<file path="src/rtl/fifo_uart_tx.sv">
// fifo_uart_tx: pops 16-bit words from a FWFT FIFO and sends each as two 8N1 bytes, low byte first.
module fifo_uart_tx #(
    parameter int CLKS_PER_BIT = 4
) (
    input  logic        clk,
    input  logic        rst_n,
    input  logic        en,
    input  logic [15:0] fifo_rdata,
    input  logic        fifo_empty,
    output logic        fifo_ren,
    output logic        tx,
    output logic        busy,
    output logic [15:0] words_sent
);
    localparam int TW = CLKS_PER_BIT > 1 ? $clog2(CLKS_PER_BIT) : 1;
    localparam logic [TW-1:0] LAST = TW'(CLKS_PER_BIT - 1);

    typedef enum logic [1:0] {IDLE, START, DATA, STOP} state_t;

    state_t        state_q, state_d;
    logic [TW-1:0] timer_q, timer_d;
    logic [2:0]    bit_q, bit_d;
    logic          byte_sel_q, byte_sel_d;
    logic [15:0]   shift_q, shift_d;
    logic [15:0]   words_q, words_d;
    logic          tx_q, tx_d;
    logic          busy_q, busy_d;
    logic          bit_end;

    assign fifo_ren   = rst_n && state_q == IDLE && en && !fifo_empty;
    assign bit_end    = timer_q == LAST;
    assign tx         = tx_q;
    assign busy       = busy_q;
    assign words_sent = words_q;

    // tx_d is the line level for the next cycle, so tx stays a clean flop output.
    // The shift register moves right once per data bit, leaving byte 1 in [7:0] after byte 0.
    always_comb begin
        state_d    = state_q;
        timer_d    = (state_q == IDLE || bit_end) ? '0 : timer_q + TW'(1);
        bit_d      = bit_q;
        byte_sel_d = byte_sel_q;
        shift_d    = shift_q;
        words_d    = words_q;
        tx_d       = tx_q;
        busy_d     = busy_q;
        unique case (state_q)
            IDLE: if (fifo_ren) begin
                shift_d    = fifo_rdata;
                byte_sel_d = 1'b0;
                state_d    = START;
                tx_d       = 1'b0;
                busy_d     = 1'b1;
            end
            START: if (bit_end) begin
                state_d = DATA;
                bit_d   = 3'd0;
                tx_d    = shift_q[0];
            end
            DATA: if (bit_end) begin
                shift_d = shift_q >> 1;
                bit_d   = bit_q + 3'd1;
                state_d = bit_q == 3'd7 ? STOP : DATA;
                tx_d    = bit_q == 3'd7 ? 1'b1 : shift_q[1];
            end
            STOP: if (bit_end) begin
                if (!byte_sel_q) begin
                    byte_sel_d = 1'b1;
                    state_d    = START;
                    tx_d       = 1'b0;
                end else begin
                    state_d = IDLE;
                    busy_d  = 1'b0;
                    words_d = words_q + 16'd1;
                end
            end
        endcase
    end

    always_ff @(posedge clk or negedge rst_n) begin
        if (!rst_n) begin
            state_q    <= IDLE;
            timer_q    <= '0;
            bit_q      <= 3'd0;
            byte_sel_q <= 1'b0;
            shift_q    <= 16'd0;
            words_q    <= 16'd0;
            tx_q       <= 1'b1;
            busy_q     <= 1'b0;
        end else begin
            state_q    <= state_d;
            timer_q    <= timer_d;
            bit_q      <= bit_d;
            byte_sel_q <= byte_sel_d;
            shift_q    <= shift_d;
            words_q    <= words_d;
            tx_q       <= tx_d;
            busy_q     <= busy_d;
        end
    end
endmodule

</file>
<file path="config.mk">
export PLATFORM = sky130hd
export DESIGN_NAME = fifo_uart_tx
export DESIGN_NICKNAME = d
export VERILOG_FILES = /design/src/rtl/fifo_uart_tx.sv
export SDC_FILE = /design/constraint.sdc
export NUM_CORES = 1
export LEC_CHECK = 0
export ABC_AREA = 1
export CAP_MARGIN = 10
export CORE_UTILIZATION = 56
export DETAILED_ROUTE_END_ITERATION = 16
export PLACE_DENSITY = 0.82
export SYNTH_ARGS = -nofsm -noshare
export SYNTH_HDL_FRONTEND = slang
export SYNTH_SLANG_ARGS = --single-unit
</file>
<file path="constraint.sdc">
create_clock -name clk -period 3.4 [get_ports clk]
set_input_delay 0.68 -clock clk [delete_from_list [all_inputs] [get_ports clk]]
set_output_delay 0.68 -clock clk [all_outputs]
set_load 0.02 [all_outputs]
</file>
==> flow_summary.toml <==
[outcome]
result_of_the_run = "finished, final reports clean"

[synth]
syn-mean-instance-area_sq_um = 9.21
synthesis.nets = 272
netlist.top_cell.by_area = "sky130_fd_sc_hd__dfrtp_1"
ys_seq_area_share_pct = 47.0
yosys_most_used_dff = "sky130_fd_sc_hd__dfrtp_1"
post-synth-top-count-cell = "sky130_fd_sc_hd__nand2_1"
postSynth.asyncResetShare_pct = 100
yosys_cell_types = 31
post_synth_main_area_contributors = "sky130_fd_sc_hd__dfrtp_1 46%, sky130_fd_sc_hd__nand2_1 13%, sky130_fd_sc_hd__ha_1 5.0%, sky130_fd_sc_hd__o211ai_2 4.5%, sky130_fd_sc_hd__or2_2 3.6%"
synth-seq-cells = 42
synth_top_cells_by_count = "77 x sky130_fd_sc_hd__nand2_1, 41 x sky130_fd_sc_hd__dfrtp_1, 16 x sky130_fd_sc_hd__inv_1"
post_synth_inst_count = 243
synth.top_cell.area_share_pct = 45.9
synth.yosys.warnings = 0
synth_area_sq_um = 2240
number_of_enable_type_register_cells_in_the_synthesized_netlist = 0

[sta]
timing_worst_slew_pin_value_ns = 0.503
finClkSkew_ns = 0.00466
fin_tns_setup_ns = 0
post-route-period-util_pct = 79.6
timing.final.crit_period_ns = 2.71
finalHoldViolCount = 0
whs_ns = 0.452
slew-limit-headroom_pct = 66.4
setup_violations = 0
finalMaxSlewViolations = 0
fmax_ghz = 0.370
grt_setup_unrepaired = "false"

[power]
power.density_nw_per_um2 = 660
p_total_w = 0.00181
static-leakage-power_nw = 1.28
maximum_vdd_ir_drop_v = 0.000495
power_frac_comb_pct = 39.3
p_switching_w = 0.000667
power_frac_clock_pct = 21.9
share_seq_of_total_power_pct = 38.7
netSwitchingFraction_pct = 36.9
internal_power_w = 0.00114

[placement]
hpwl_mm = 2.97
place_inst = 326
numPortBuffers = 38
place_congestion = 0.837

[floorplan]
ios = 39
std_cell_rows = 22
die_height_um = 65.2
fp.coreArea_sq_um = 3740
die_area_sq_um = 4250
initial_utilization_pct = 59.8
floorplan.die.width_um = 65.2

[global_routing]
grt_first_pass_wirelength_mm = 7.31
grt_max_degree = 43
grt_antenna_before_repair = 0
grt_pass1_vias = 1670
globalRoute.totalOverflow = 0
globalRouteTotalUtil_pct = 23.0

[cts]
ctsHtreeMaxLevel = 2
path_clk_slew_ns = 0.07
root_buffer = "sky130_fd_sc_hd__clkbuf_8"
cts.sinks = 42
clock_path_buffers = 2
cts.hold.buffers_added = 0
cts_tree = "built"
postCtsSetupBuffers = 0
numCtsBuffers = 5
worstSkewPairLatency_ns = 0.29
ctsResizeCount = 0

[routing]
postRouteAntennaNets = 0
drt_first_pass_iters = 4
detailroute.via_count = 1677
detail_route.iter0.violations = 55
routed_wire_length_per_instance_um = 12.7
route.final.wire_length_mm = 4.23
drt_drc_violations_left = 0
post_drt_via_cell_ratio = 5.04

[critical_path]
cpPeakStageDelay_ns = 0.63
critical-path-top-cell-by-count = "sky130_fd_sc_hd__inv_1"
start_to_end_type_of_the_worst_setup_path = "reg2out"
critPathArrivalTime_ns = 2.03
worst_setup_path_start_kind = "register"
end_kind = "primary output"
worst_ep_required_time_ns = 2.72
worstPathCellList = "inv_1, ha_1, inv_1, nor3_1, clkdlybuf4s50_1"
critical_path.slowest_cell = "sky130_fd_sc_hd__clkdlybuf4s50_1"
crit_path_max_fanout = 5

[hold_path]
hold_path_class = "reg2reg"

[finish]
final-instance-count-excl-fill = 333
n_antenna_cell = 0
area.growth.synth_to_final_pct = 22.3
nets = 314
nFillCells = 301
layout.area.seq_sq_um = 1050
fraction_of_layout_cells_with_a_size_suffix_above_1_pct = 16.1
multi_input_area_sq_um = 1050

[flow_run]
maxCapViolCount = 0
cells by family (layout without fill, tap and decap cells):
group / after synthesis / after routing / synth area share, %
flip-flops: 42 / 42 / 47.0
AO/OA/AOI/OAI: 27 / 27 / 9.96
XOR/XNOR: 12 / 12 / 4.70
adder cells (fa/ha/maj): 9 / 9 / 5.03
AND/OR/NAND/NOR: 130 / 130 / 27.2
buffers and inverters: 23 / 65 / 6.10
stage by stage:
stage | worst slack, ns | util [%] | cell area [sq um]
floorplan | 1.41 | - | 2240
CTS | 0.671 | 73.1 | 2740
global placement | 0.728 | 70.1 | 2620
detailed placement | 0.716 | 70.1 | 2620
global route | 0.590 | 73.1 | 2740
finish | 0.694 | 73.1 | 2740
registers in the layout (all words and copies together), names as in the netlist:
register,cells
timer_q,2
tx,1
busy,1
shift_q,16
state_q,2
bit_q,3
byte_sel_q,1
words_sent,16
power groups by stage:
| stage | combinational (W) | sequential, W | clock (W) |
|---|---|---|---|
| 6_report | 0.000711 | 0.000700 | 0.000396 |
| 5_1_grt | 0.000813 | 0.000713 | 0.000429 |
| 4_1_cts | 0.000722 | 0.000700 | 0.000409 |
| 3_5_place_dp | 0.000718 | 0.000708 | 0 |
| 3_3_place_gp | 0.000695 | 0.000702 | 0 |
| 2_1_floorplan | 0.000595 | 0.000708 | 0 |
worst max-delay path: cells and delay by family (launching register included):
kind / cells / cell delay, ns
AND/OR/NAND/NOR: 1 / 0.18
adder cells (fa/ha/maj): 1 / 0.32
buffers and inverters: 3 / 0.84
flip-flops: 1 / 0.40
metal layers:
layer | up-vias | routed length [um] | global-route usage, % | part of all wire (%)
met5 | - | 0 | 0 | 0
met4 | 0 | 60 | 8.15 | 1.4
met1 | 771 | 2010 | 29.7 | 47
met3 | 7 | 202 | 6.77 | 4.8
li1 | 861 | - | - | -
met2 | 38 | 1960 | 36.6 | 46
final cells by class:
cell class                      count  share of cell area [%]
Sequential cell                    42                    38.5
Multi-Input combinational cell    178                    38.3
Timing Repair Buffer               40                    14.3
Clock buffer                        6                    3.02
Inverter                           18                    2.65
Tap cell                           48                    2.19
Clock inverter                      1                    1.10
worst paths after layout:
check | start | end | slack, ns | cells past startpoint
hold reg to reg | timer_q[0] | timer_q[0] | 0.45 | 1
setup reg to reg | state_q[0] | shift_q[1] | 1.36 | 7
min in group asynchronous | rst_n | shift_q[0] | 0.51 | 2
setup / recovery | state_q[0] | fifo_ren | 0.69 | 5
max in group asynchronous | rst_n | tx | 2.53 | 2
hold / removal | timer_q[0] | timer_q[0] | 0.45 | 1
layout by cell type (no fill, tap or decap), types with 2 or more instances in the layout:
master | netlist | routed
sky130_fd_sc_hd__nand2_1 | 77 | 77
sky130_fd_sc_hd__dfrtp_1 | 41 | 41
sky130_fd_sc_hd__clkdlybuf4s50_1 | 0 | 37
sky130_fd_sc_hd__inv_1 | 16 | 16
sky130_fd_sc_hd__nor2_1 | 14 | 14
sky130_fd_sc_hd__or2_2 | 13 | 13
sky130_fd_sc_hd__o21ai_0 | 9 | 9
sky130_fd_sc_hd__ha_1 | 9 | 9
sky130_fd_sc_hd__o211ai_2 | 8 | 8
sky130_fd_sc_hd__nand3_1 | 8 | 8
sky130_fd_sc_hd__xor2_1 | 6 | 6
sky130_fd_sc_hd__xnor2_1 | 6 | 6
sky130_fd_sc_hd__clkbuf_8 | 2 | 6
sky130_fd_sc_hd__o211ai_1 | 5 | 5
sky130_fd_sc_hd__a21oi_1 | 3 | 3
sky130_fd_sc_hd__nor2_4 | 3 | 3
sky130_fd_sc_hd__nand4_1 | 3 | 3
sky130_fd_sc_hd__nand2_2 | 3 | 3
sky130_fd_sc_hd__nor3_1 | 2 | 2
sky130_fd_sc_hd__nor2_2 | 2 | 2
sky130_fd_sc_hd__nand3b_1 | 2 | 2
sky130_fd_sc_hd__buf_4 | 0 | 2
Note: power is estimated with default switching activity, not from simulation.
